File: config.mk
export PLATFORM = sky130hd
export DESIGN_NAME = rand_draw_scheduler
export DESIGN_NICKNAME = d
export VERILOG_FILES = /design/src/rtl/rand_pkg.sv /design/src/rtl/rr_arbiter_comb.sv /design/src/rtl/rand_draw_scheduler.sv
export SDC_FILE = /design/constraint.sdc
export NUM_CORES = 1
export LEC_CHECK = 0
export ABC_AREA = 1
export CORE_MARGIN = 10
export CORE_UTILIZATION = 47
export DETAILED_ROUTE_END_ITERATION = 8
export PLACE_DENSITY_LB_ADDON = 0.1
export SETUP_SLACK_MARGIN = 0.05
export SLEW_MARGIN = 20
export SYNTH_ARGS = -nofsm -noshare
export SYNTH_HDL_FRONTEND = slang
export SYNTH_SLANG_ARGS = --single-unit
File: constraint.sdc
create_clock -name clock -period 2.6 [get_ports clock]
set_input_delay 0.52 -clock clock [delete_from_list [all_inputs] [get_ports clock]]
set_output_delay 0.52 -clock clock [all_outputs]
set_load 0.02 [all_outputs]
File: src/rtl/rand_pkg.sv
// rand_pkg: shared state encoding and sample width for the random draw scheduler
package rand_pkg;
    localparam int RAND_W = 32;
    localparam logic [1:0] S_IDLE = 2'd0;
    localparam logic [1:0] S_COOL = 2'd1;
    localparam logic [1:0] S_FLUSH = 2'd2;
endpackage

File: src/rtl/rr_arbiter_comb.sv
// rr_arbiter_comb: rotate-priority encoder picking the first request at or after rr_ptr
module rr_arbiter_comb
    import rand_pkg::*;
#(
    parameter int NUM_REQ = 4,
    parameter int ID_W = $clog2(NUM_REQ)
) (
    input  logic [NUM_REQ-1:0] req,
    input  logic [ID_W-1:0]    rr_ptr,
    output logic [NUM_REQ-1:0] win,
    output logic [ID_W-1:0]    win_id
);
    // scan offsets from farthest to nearest so the nearest asserted request wins
    always_comb begin
        logic [ID_W:0] s;
        logic [ID_W:0] k;
        win = '0;
        win_id = '0;
        s = '0;
        k = '0;
        for (int i = NUM_REQ - 1; i >= 0; i--) begin
            s = {1'b0, rr_ptr} + (ID_W + 1)'(i);
            k = (s >= (ID_W + 1)'(NUM_REQ)) ? s - (ID_W + 1)'(NUM_REQ) : s;
            if (req[k[ID_W-1:0]]) begin
                win = '0;
                win[k[ID_W-1:0]] = 1'b1;
                win_id = k[ID_W-1:0];
            end
        end
    end
endmodule

File: src/rtl/rand_draw_scheduler.sv
// rand_draw_scheduler: shares one LFSR sample stream among requesters with spaced draws and reseed flush
module rand_draw_scheduler
    import rand_pkg::*;
#(
    parameter int NUM_REQ = 4,
    parameter int GAP = 4,
    parameter int CNT_W = 16,
    localparam int ID_W = $clog2(NUM_REQ)
) (
    input  logic              clock,
    input  logic              reset,
    input  logic [RAND_W-1:0] rand_in,
    input  logic [NUM_REQ-1:0] req,
    input  logic              reseed,
    output logic [NUM_REQ-1:0] ack,
    output logic [RAND_W-1:0] rand_out,
    output logic              rand_valid,
    output logic [ID_W-1:0]   grant_id,
    output logic              gen_reset,
    output logic              busy,
    output logic [CNT_W-1:0]  draw_count
);
    localparam int GAP_W = $clog2(GAP + 1);

    logic [1:0]         state;
    logic [GAP_W-1:0]   gap_cnt;
    logic [ID_W-1:0]    rr_ptr;
    logic [ID_W-1:0]    win_id;
    logic [NUM_REQ-1:0] win;

    rr_arbiter_comb #(.NUM_REQ(NUM_REQ), .ID_W(ID_W)) u_arb (
        .req(req),
        .rr_ptr(rr_ptr),
        .win(win),
        .win_id(win_id)
    );

    assign busy = (state != S_IDLE);

    // reseed beats grants; grants only from IDLE; COOL and FLUSH share one countdown back to IDLE
    always_ff @(posedge clock or posedge reset) begin
        if (reset) begin
            state <= S_IDLE;
            gap_cnt <= '0;
            rr_ptr <= '0;
            ack <= '0;
            rand_out <= '0;
            rand_valid <= 1'b0;
            grant_id <= '0;
            gen_reset <= 1'b0;
            draw_count <= '0;
        end else begin
            ack <= '0;
            rand_valid <= 1'b0;
            gen_reset <= 1'b0;
            if (reseed) begin
                gen_reset <= 1'b1;
                gap_cnt <= GAP_W'(GAP);
                state <= S_FLUSH;
            end else if (state == S_IDLE) begin
                if (|req) begin
                    ack <= win;
                    rand_valid <= 1'b1;
                    rand_out <= rand_in;
                    grant_id <= win_id;
                    rr_ptr <= (win_id == ID_W'(NUM_REQ - 1)) ? '0 : win_id + 1'b1;
                    draw_count <= draw_count + 1'b1;
                    gap_cnt <= GAP_W'(GAP - 1);
                    state <= (GAP == 1) ? S_IDLE : S_COOL;
                end
            end else begin
                gap_cnt <= gap_cnt - 1'b1;
                state <= (gap_cnt <= GAP_W'(1)) ? S_IDLE : state;
            end
        end
    end
endmodule

==> summary.md <==
| Metric | Value |
|---|---|
| Outcome | `completed` |
| Sw Share | `0.4002` |
| Die ar. | `10430 um2` |
| CTS buffer count | `9` |
| Synth Warn # | `0` |
| Post-DP Area | `4172 um2` |
| Maximum vdd drop | `around 470 uV` |
| DP HPWL | `5.882 mm` |
| Setup Skew | `0.005102 ns` |
| Seq/Total Area, Yosys | `0.4974` |
| Sink Count | `63` |
| Top-count cell post-synth | `nand2_1` |
| Initial core utilization | `0.4907` |
| Routed wire length | `7.854 mm` |
| H-tree levels | `3` |
| FMAX | `0.4391 GHz` |
| Initial antenna violation count | `0` |
| CP Buf/Inv Count | `3` |
| Critical path, cell by cell | `inv_6 -> ha_1 -> inv_1 -> nand3_2 -> nand2_4 -> inv_2 -> nand2_1 -> nand2_1 -> nand2_1 -> nand2_2 -> ha_1 -> nor2_1 -> nand3_1 -> nand2_1` |
| CTS tree | `built` |
| Area growth syn-to-layout | `37.82%` |
| Critical path required time | `about 2.9 ns` |
| Resize count post-CTS | `0` |
| Worst setup SP type | `register` |
| P_leak | `2.132 nW` |
| DR DRC count | `0` |
| Critical-path maximum fanout | `12` |
| DRT Pass-1 Iters | `4` |
| Row count | `29` |
| Largest area contributor in the netlist | `dfrtp_1` |
| 1st-iter DRT viols | `69` |
| Total track usage | `0.1516` |
| Vias post-DR | `around 2700` |
| Hold Path Class | `primary input to asynchronous set/reset pin` |
| Clock Latency Late Sink | `approximately 0.33 ns` |
| Antenna diode count | `0` |
| First-pass GRT wire length | `12.63 mm` |
| NumNets Final | `526` |
| Final Max Tran Viols | `0` |
| Setup bufs post-CTS | `0` |
| IO Pins | `96` |
| Number of synthesized flops with an enable pin | `0` |
| Final period util | `0.8759` |
| Via density | `4.804` |
| Worst path arrival time | `2.55 ns` |
| Yosys cell types | `28` |
| Drt wl/cell | `14.13 um` |
| Clock root cell | `clkbuf_8` |
| Max clock buf depth | `2` |
| Final Critical Period | `2.277 ns` |
| Worst Max-Slew Pin Slew | `about 0.48 ns` |
| Slowest stage delay, CP | `0.64 ns` |
| Design Area, Final | `4368 um2` |
| Seq pwr share | `0.339` |
| Main synth FF type | `dfrtp_1` |
| Vias in the first global route | `2662` |
| Max_slew headroom | `0.6778` |
| RSZ-0062 raised after global routing | `false` |
| Post-Syn Instances | `375` |
| Internal | `0.002525 W` |
| Main area contributors after synthesis | `dfrtp_1 (50%), nand2_1 (19%), ha_1 (4.7%), nand3_1 (2.8%), inv_1 (2.6%)` |
| Yosys top cell area share | `0.4974` |
| Worst Setup End Kind | `register` |
| Fill cell total of the finished layout | `541` |
| Top cells by count, synth | `nand2_1 (157), dfrtp_1 (63), inv_1 (22)` |
| Core area | `6459 um2` |
| Final setup TNS | `0 ns` |
| Die Wd | `102.1 um` |
| Slowest cell on the critical path | `dfrtp_1` |
| Grt ovf | `0` |
| Combinational share of power | `0.458` |
| # port buffers | `95` |
| Asr flop ratio synth | `1.000` |
| Clock share of power | `0.203` |
| Synthesized area | `3169 um2` |
| Largest net degree at the start of global routing | `43` |
| Switching power | `0.001685 W` |
| Final hold vios | `0` |
| Die H | `102.1 um` |
| Crit path kind | `register to register` |
| Max Cap Viol | `0` |
| Post-layout util | `0.6763` |
| Crit-path leading delay family | `simple AND/OR/NAND/NOR gates` |
| Layout cells sized above 1 | `0.1023` |
| CTS Hold Buffers Added | `0` |
| RePlAce Congestion | `0.8426` |
| Power density over the cells | `about 960 nW/um2` |
| Post-route ant nets | `0` |
| Mean Syn Cell Area | `8.451 um2` |
| CTS clk-pin slew, worst paths | `0.07 ns` |
| Final setup vio count | `0` |
| Mapped Nets | `approximately 430` |
| Number of synthesized register bits | `63` |
| Critical path's most frequent cell | `nand2_1` |
==> flip-flops by register name, indices dropped and copies added (netlist names) <==
signal / cells
rand_valid: 1
state: 2
ack: 4
rand_out: 32
rr_ptr: 2
gap_cnt: 3
draw_count: 16
gen_reset: 1
grant_id: 2
==> through the flow <==
step	total power, W	hold slack [ns]	cells	setup WS, ns
floorplan	0.002641	0.4904	375	0.5103
global placement	0.003341	0.4609	541	0.4360
detailed placement	0.003372	0.4639	541	0.3850
CTS	0.004258	0.4733	556	0.2996
global route	0.004511	0.4904	556	0.1340
finish	0.004211	0.4791	556	0.3227
==> final cells by class <==
class | count | area, um2 | share of cell area
multi-input cells | 273 | 1388 | 0.3177
repair buffers | 100 | 1001 | 0.2292
flip-flops and latches | 63 | 1577 | 0.3609
clock inverters | 4 | 45.04 | 0.01031
inverters | 28 | 110.1 | 0.02521
clock buffers | 11 | 151.4 | 0.03466
well taps | 77 | 96.34 | 0.02206
==> power by group through the flow <==
stage / clock [W] / combinational (W) / sequential [W]
after global placement: 0 / 0.00191 / 0.00143
after global routing: 0.000908 / 0.00214 / 0.00146
after floorplan: 0 / 0.000972 / 0.00167
final: 0.000854 / 0.00193 / 0.00143
after detailed placement: 0 / 0.00193 / 0.00144
after CTS: 0.000883 / 0.00195 / 0.00143
==> per-layer routing <==
metal  up-vias  wire length (um)  global-route usage
li1       1361                 -                   -
met1      1211              3300              0.1807
met2        90              3614              0.2331
met3         9               842             0.06950
met4         0                97             0.06182
met5         -                 0                   0
==> cell usage in the layout (no fill, tap or decap), drive strengths merged <==
| cell type | n |
|---|---|
| o21ai | 12 |
| nand3 | 22 |
| dfrtp | 63 |
| a221oi | 1 |
| nor3 | 3 |
| clkbuf | 11 |
| buf | 5 |
| clkdlybuf4s50 | 95 |
| o211ai | 1 |
| bufinv | 1 |
| or2 | 4 |
| ha | 12 |
| xor2 | 9 |
| xnor2 | 6 |
| nand2 | 168 |
| a21oi | 9 |
| nor2 | 23 |
| clkinv | 3 |
| inv | 28 |
| a31oi | 1 |
| nand4 | 2 |
==> cells by family (layout without fill, tap and decap cells) <==
kind of cell	after synthesis	after routing	share of synthesized area
adders and majority gates	12	12	0.04737
AOI/OAI and AO/OA	24	24	0.04027
DFF	63	63	0.4974
and+or+nand+nor	222	222	0.3087
buffers and inverters	39	143	0.06475
xor gates and xnor gates	15	15	0.04145
==> path summary, 6_finish.rpt <==
kind | end | slack, ns | startpoint | depth (start not counted)
min in group clock | rand_out[11]$_DFFE_PP0P_ | 0.48 | rand_out[11]$_DFFE_PP0P_ | 2
max in group asynchronous | draw_count[13]$_DFFE_PP0P_ | 1.43 | reset | 3
max | rr_ptr[0]$_DFFE_PP0P_ | 0.32 | rr_ptr[0]$_DFFE_PP0P_ | 14
max reg2reg | rr_ptr[0]$_DFFE_PP0P_ | 0.32 | rr_ptr[0]$_DFFE_PP0P_ | 14
min | rand_out[13]$_DFFE_PP0P_ | 0.48 | reset | 2
min reg2reg | rand_out[11]$_DFFE_PP0P_ | 0.48 | rand_out[11]$_DFFE_PP0P_ | 2
==> worst reg2reg max path, cell delays in order (launching register included) <==
cell and delay (ns):
dfrtp_1 0.64, inv_6 0.10, ha_1 0.35, inv_1 0.10, nand3_2 0.12, nand2_4 0.10
inv_2 0.06, nand2_1 0.05, nand2_1 0.04, nand2_1 0.08, nand2_2 0.07, ha_1 0.18
nor2_1 0.13, nand3_1 0.12, nand2_1 0.08
(Power assumes the default switching activity.)
